**src/rtl/top_func3_pkg.sv**
```systemverilog
// Shared widths, default truth table and the truth-table type for top_func3.
package top_func3_pkg;

    localparam int unsigned TABLE_W = 8;
    localparam int unsigned IDX_W   = 3;

    typedef logic [TABLE_W-1:0] truth_table_t;

    // F = A | (B & C); bit i holds F for {A,B,C} = i.
    localparam truth_table_t F_A_OR_BC = 8'hF8;

endpackage

```
**src/rtl/top_func3_lut.sv**
```systemverilog
// Combinational 8:1 truth-table lookup plus one-hot minterm decode.
module top_func3_lut
    import top_func3_pkg::*;
(
    input  truth_table_t     table_i,
    input  logic [IDX_W-1:0] idx_i,
    output logic             f_o,
    output truth_table_t     minterm_o
);

    // Select the table bit addressed by the index and decode the index one-hot.
    always_comb begin
        f_o       = table_i[idx_i];
        minterm_o = TABLE_W'(1) << idx_i;
    end

endmodule

```
**src/rtl/top_func3.sv**
```systemverilog
// Three-input Boolean function unit with a loadable truth table and registered result.
module top_func3
    import top_func3_pkg::*;
#(
    parameter truth_table_t DEFAULT_TABLE = F_A_OR_BC
) (
    input  logic         clk,
    input  logic         rst_n,
    input  logic         A,
    input  logic         B,
    input  logic         C,
    input  logic         cfg_we,
    input  truth_table_t cfg_table,
    input  logic         cfg_sel,
    output logic         F,
    output logic         F_q,
    output truth_table_t minterm,
    output truth_table_t table_q
);

    logic [IDX_W-1:0] idx;
    truth_table_t     active_table;
    truth_table_t     table_d;
    logic             f_d;

    // Index is {A,B,C}; select the loaded table only when cfg_sel is high.
    always_comb begin
        idx          = {A, B, C};
        active_table = cfg_sel ? table_q : DEFAULT_TABLE;
    end

    top_func3_lut u_lut (
        .table_i   (active_table),
        .idx_i     (idx),
        .f_o       (F),
        .minterm_o (minterm)
    );

    // Next-state values: load on cfg_we, otherwise hold; F_q follows F.
    always_comb begin
        table_d = table_q;
        f_d     = F;
        if (cfg_we) begin
            table_d = cfg_table;
        end
    end

    // Table and result registers; reset overrides any pending load.
    always_ff @(posedge clk) begin
        if (!rst_n) begin
            table_q <= DEFAULT_TABLE;
            F_q     <= 1'b0;
        end else begin
            table_q <= table_d;
            F_q     <= f_d;
        end
    end

endmodule

```
**config.mk**
```make
export PLATFORM = sky130hd
export DESIGN_NAME = top_func3
export DESIGN_NICKNAME = d
export VERILOG_FILES = /design/src/rtl/top_func3_pkg.sv /design/src/rtl/top_func3_lut.sv /design/src/rtl/top_func3.sv
export SDC_FILE = /design/constraint.sdc
export NUM_CORES = 1
export LEC_CHECK = 0
export BUFFER_PORTS_ARGS = -buffer_cell sky130_fd_sc_hd__buf_2
export CAP_MARGIN = 10
export CORE_UTILIZATION = 40
export CTS_BUF_LIST = sky130_fd_sc_hd__clkbuf_16
export DETAILED_ROUTE_END_ITERATION = 12
export PLACE_DENSITY = 0.78
export SYNTH_ARGS = -nofsm -noshare
export SYNTH_HDL_FRONTEND = slang
export SYNTH_HIERARCHICAL = 1
export SYNTH_SLANG_ARGS = --single-unit
```
**constraint.sdc**
```tcl
create_clock -name clk -period 2.84 [get_ports clk]
set_clock_uncertainty 0.1 [all_clocks]
set_input_delay 0.142 -clock clk [delete_from_list [all_inputs] [get_ports clk]]
set_output_delay 0.142 -clock clk [all_outputs]
set_load 0.05 [all_outputs]
```
Word-level counts from Yosys, hierarchy flattened
Index checks and enable logic that the tools add are counted.
{"block": "word_totals", "regBits": 9, "in_bits": 15, "output_inout_bits": 18}
{"block": "classes", "n_lt_le_gt_ge": 1, "shifts": 1, "muxes": 3}
{"operator": "8-bit two-way mux", "count": 1}
{"operator": "1-bit by 3-bit << shifter with 8-bit output (first input constant)", "count": 1}
{"operator": "3-bit by 4-bit < comparator with 1-bit output (second input constant)", "count": 1}
{"operator": "1-bit binary-select mux with 3-bit select", "count": 1}
{"operator": "1-bit two-way mux", "count": 1}

Depth between registers and ports, before layout
{"block": "depth", "depth_word": 3, "ltp_mapped": 5, "depth_no_buf": 5}

Cells and area by module
Netlist, hierarchy kept.
{"mod": "top_func3", "n_inst": 1, "cells_per_inst": 36, "area_per_inst_um2": 370.4, "seq_area_each_um2": 180.2}
{"mod": "top_func3_lut", "n_inst": 1, "cells_per_inst": 23, "area_per_inst_um2": 170.2, "seq_area_each_um2": 0.0}

Least setup slack after synthesis
No wires, ideal clock.
{"block": "synth_path", "path_type": "register to register", "startpoint": "register table_q[1]", "endpoint": "register F_q", "arrival_ps": 2040, "required_time_ps": 2677, "setup_slack_ps": 637, "path_stages_with_launch": 6, "n_path_buf": 0, "synth_period_minus_slack_ps": 2203, "cell_sequence": "dfxtp_1 -> and2_1 -> mux2_4 -> o22ai_2 -> a221oi_2 -> and2_1"}
{"block": "synth_between", "elab_chain_len": 3}
{"item": "start, declared", "line_no": "top_func3.sv:18", "source": "output truth_table_t table_q"}
{"item": "start signal, assigned", "line_no": "top_func3.sv:54", "source": "table_q <= table_d;"}
{"item": "8-bit two-way mux", "line_no": "top_func3.sv:29", "source": "active_table = cfg_sel ? table_q : DEFAULT_TABLE;"}
{"item": "named net active_table[1]", "line_no": "top_func3.sv:22", "source": "truth_table_t active_table;"}
{"item": "1-bit binary-select mux with 3-bit select", "line_no": "top_func3_lut.sv:13", "source": "f_o = table_i[idx_i];"}
{"item": "1-bit two-way mux (implied by the code)", "line_no": "top_func3_lut.sv:13"}
{"item": "named net F", "line_no": "top_func3.sv:15", "source": "output logic F,"}
{"item": "end signal, assigned", "line_no": "top_func3.sv:52", "source": "F_q <= 1'b0;"}
{"item": "end signal, assigned", "line_no": "top_func3.sv:55", "source": "F_q <= f_d;"}
{"item": "end, declared", "line_no": "top_func3.sv:16", "source": "output logic F_q,"}
The timed path passes the listed nets, and every way through them passes these cells. The select of a mux whose other input is x is not followed.
A chain may end at the register's enable or synchronous reset.

Final worst setup path
{"block": "layout_path", "startpoint": "register table_q[1]", "endpoint": "output port F"}
{"block": "layout_between", "elab_chain_len": 3}
{"item": "8-bit two-way mux", "line_no": "top_func3.sv:29"}
{"item": "named net active_table[1]", "line_no": "top_func3.sv:22"}
{"item": "1-bit binary-select mux with 3-bit select", "line_no": "top_func3_lut.sv:13"}
{"item": "1-bit two-way mux (implied by the code)", "line_no": "top_func3_lut.sv:13"}
{"item": "end, declared", "line_no": "top_func3.sv:15"}
The timed path passes the listed nets, and every way through them passes these cells. The select of a mux whose other input is x is not followed.

==> results.md <==
* VDD IR max at ~650 uV
* Max_cap viols at 0
* Count of cell types in the netlist at 21
* Hold Buf Count CTS at 0
* Slowest CP cell: dfxtp_1
* CTS root buffer: clkbuf_16
* Commonest non-fill, non-tap cell in the layout: buf_2
* Synth Cell Area at 540.5 um^2
* 1st-pass router iterations at 4
* Antenna diodes at 0
* CTS buffer count at 3
* Syn avg cell area at between 9 and 10 um^2
* Worst setup margin at between 1 and 1.5 ns
* Tmin final at around 1.7 ns
* DR vias at around 490
* Area Overhead vs Synth at 40.05%
* CP cell instances: and2_1, mux2_4, o22ai_2, a221oi_2, buf_2
* RR Startpoint: table_q[1]$_SDFFE_PN0P_
* Dpl ws at between 1 and 1.5 ns
* Critical-path maximum fanout at 3
* Final cell count without fillers at roughly 100
* Critical Path AT at ~1.5 ns
* Row cnt at 12
* Share of layout cells above drive strength 1 at between 40% and 50%
* Worst Path Buf+Inv at 1
* CORE AREA at about 1200 um^2
* Status: complete, no violations
* Clock sink count at 9
* R2r endpoint: F_q$_SDFF_PN0_
* Die Footprint at 1502 um^2
* Initial antenna violation count at 0
* HP Class: input pin to flop
* Final setup vio count at 0
* Post-layout power at just under 0.5 mW
* Final Hold Fails at 0
* Crit path largest cell delay at between 0.3 and 0.4 ns
* Post-CTS setup buffer count at 0
* Largest net degree at the start of global routing at 11
* Min-Delay Path Depth at 3
* Crit path depth at 5
* Gates resized, CTS repair at 0
* I/O Buffers at 32
* Max-slew violations at 0
* Post-synthesis sequential area ratio at about a third
* Vias in the first global route at 368
* WL/cell at 10.15 um
* Htree depth at 1
* Max_slew headroom at between 80% and 90%
* Initial Util at between 40% and 50%
* Most frequent cells in the layout: 32 x buf_2, 9 x dfxtp_1, 9 x mux2i_1
* Die height at about 39 um
* Critical Path RT at around 2.6 ns
* Layout net count at 106
* Crit share post-route at between 50% and 60%
* Worst setup SP type: flop
* Inst Count DP at 100
* #FFs+latches synth at 9
* DRC violations left at 0
* Synth warn at 6
* DP HPWL at approximately 800 um
* Mapped Nets at between 70 and 80
* F_max at between 0.5 and 0.6 GHz
* Min-delay src: cfg_table[7]
* Final ANT Viol Nets at 0
* Power per cell area at between 600 and 700 nW/um^2
* Global-route wire length before repair at 1.552 mm
* Gpl congestion at just over 0.7
* CP top delay family: flip-flops
* LEAKAGE at approximately 0.4 nW
* R2R Setup Slk at roughly 1.6 ns
* CTS tree: yes
* Worst r2r path cells at 5
* RSZ-0062 raised after global routing: false
* Die W at between 30 and 40 um
* Setup TNS at 0 ns
* Worst Hold End: table_q[7]$_SDFFE_PN1P_
* I/O pin count at 33
* DR vias/cell at 4.673
* GRT Residual Overflow at 0
* Fillers at about 110
* CP endpoint kind: primary output
* Mapped Cells at 59
* Max Root-Sink Buffers at 2
* CP Class: flop to primary output
* 1st-iter DRT viols at 8
* Gr usage total at approximately 16%
* Worst slew pin tran at 0.2546 ns
* Clock-pin transition on the worst setup and hold timing paths at 0.04 ns
* Total wire length at about 1.1 mm
* Clk_lat worst skew at 0.23 ns
## worst register-to-register path, stage by stage (launching register included)
cell and delay, ns:
dfxtp_1 0.32, and2_1 0.13, mux2_4 0.26, o22ai_2 0.12
a221oi_2 0.08, and2_1 0.15
## registers in the layout (all words and copies together), names as in the netlist
signal and cells:
table_q 8, F_q 1
## power by group
part	switching (mW)	internal [mW]	leakage [nW]
clock	0.0599	0.184	0.0423
combinational	0.0768	0.0347	0.276
sequential	0.00450	0.135	0.0746
total	0.141	0.354	0.393
## Yosys cell counts
master	instances	area share, %
nor2_1	4	2.8
nand2b_2	1	1.6
mux2_2	1	2.1
and2_1	4	4.6
nand3_1	1	0.93
o22ai_2	2	4.6
nor3b_1	1	1.4
nor3_1	2	1.9
and3_1	1	1.2
inv_1	2	1.4
nor2b_1	3	3.5
mux2_4	1	2.8
dfxtp_1	9	33
buf_6	2	4.2
a221oi_2	1	2.8
clkbuf_2	1	0.93
mux2i_1	9	17
buf_4	1	1.4
buf_2	1	0.93
nand2b_1	6	6.9
nand2_1	6	4.2
## layer usage
layer	global-route usage, %	vias up	wire length [um]
met3	5.202	2	63
met1	19.01	206	519
li1	-	258	-
met2	23.75	20	463
met4	10.34	0	10
met5	0	-	0
## kinds of logic (layout without fill, tap and decap cells)
kind of cell / count (synthesis) / after routing / share of synthesized area [%]
buf+inv: 7 / 38 / 8.795
compound gates: 3 / 3 / 7.406
mux: 11 / 11 / 21.53
simple gates: 29 / 29 / 28.94
flops: 9 / 9 / 33.33
## stage by stage
stage / cell area (um^2) / util (%) / hold slack [ns]
4_1_cts: 757.0 / 63.82 / 0.02000
5_1_grt: 757.0 / 63.82 / 0.04113
2_1_floorplan: 540.5 / - / 0.1704
3_3_place_gp: 678.2 / 57.17 / 0.2538
3_5_place_dp: 678.2 / 57.17 / 0.2607
6_report: 757.0 / 63.82 / 0.02292
## final cells by class
cell class | instances | area, um^2 | area share [%]
multi-input combinational | 43 | 312.8 | 41.32
sequential | 9 | 180.2 | 23.80
timing repair buffer | 32 | 160.2 | 21.16
clock buffer | 3 | 75.07 | 9.917
tap | 14 | 17.52 | 2.314
inverter | 2 | 7.507 | 0.9917
clock inverter | 1 | 3.754 | 0.4959
## worst max-delay path by stage
stage,from,to,slack [ns]
after floorplan,table_q[1]$_SDFFE_PN0P_,F_q$_SDFF_PN0_,0.64
after global placement,table_q[1]$_SDFFE_PN0P_,F,1.42
after detailed placement,table_q[1]$_SDFFE_PN0P_,F,1.39
after CTS,table_q[1]$_SDFFE_PN0P_,F,1.13
after global routing,table_q[1]$_SDFFE_PN0P_,F,1.09
final,table_q[1]$_SDFFE_PN0P_,F,1.15
Power figures use the tool's default switching activity.
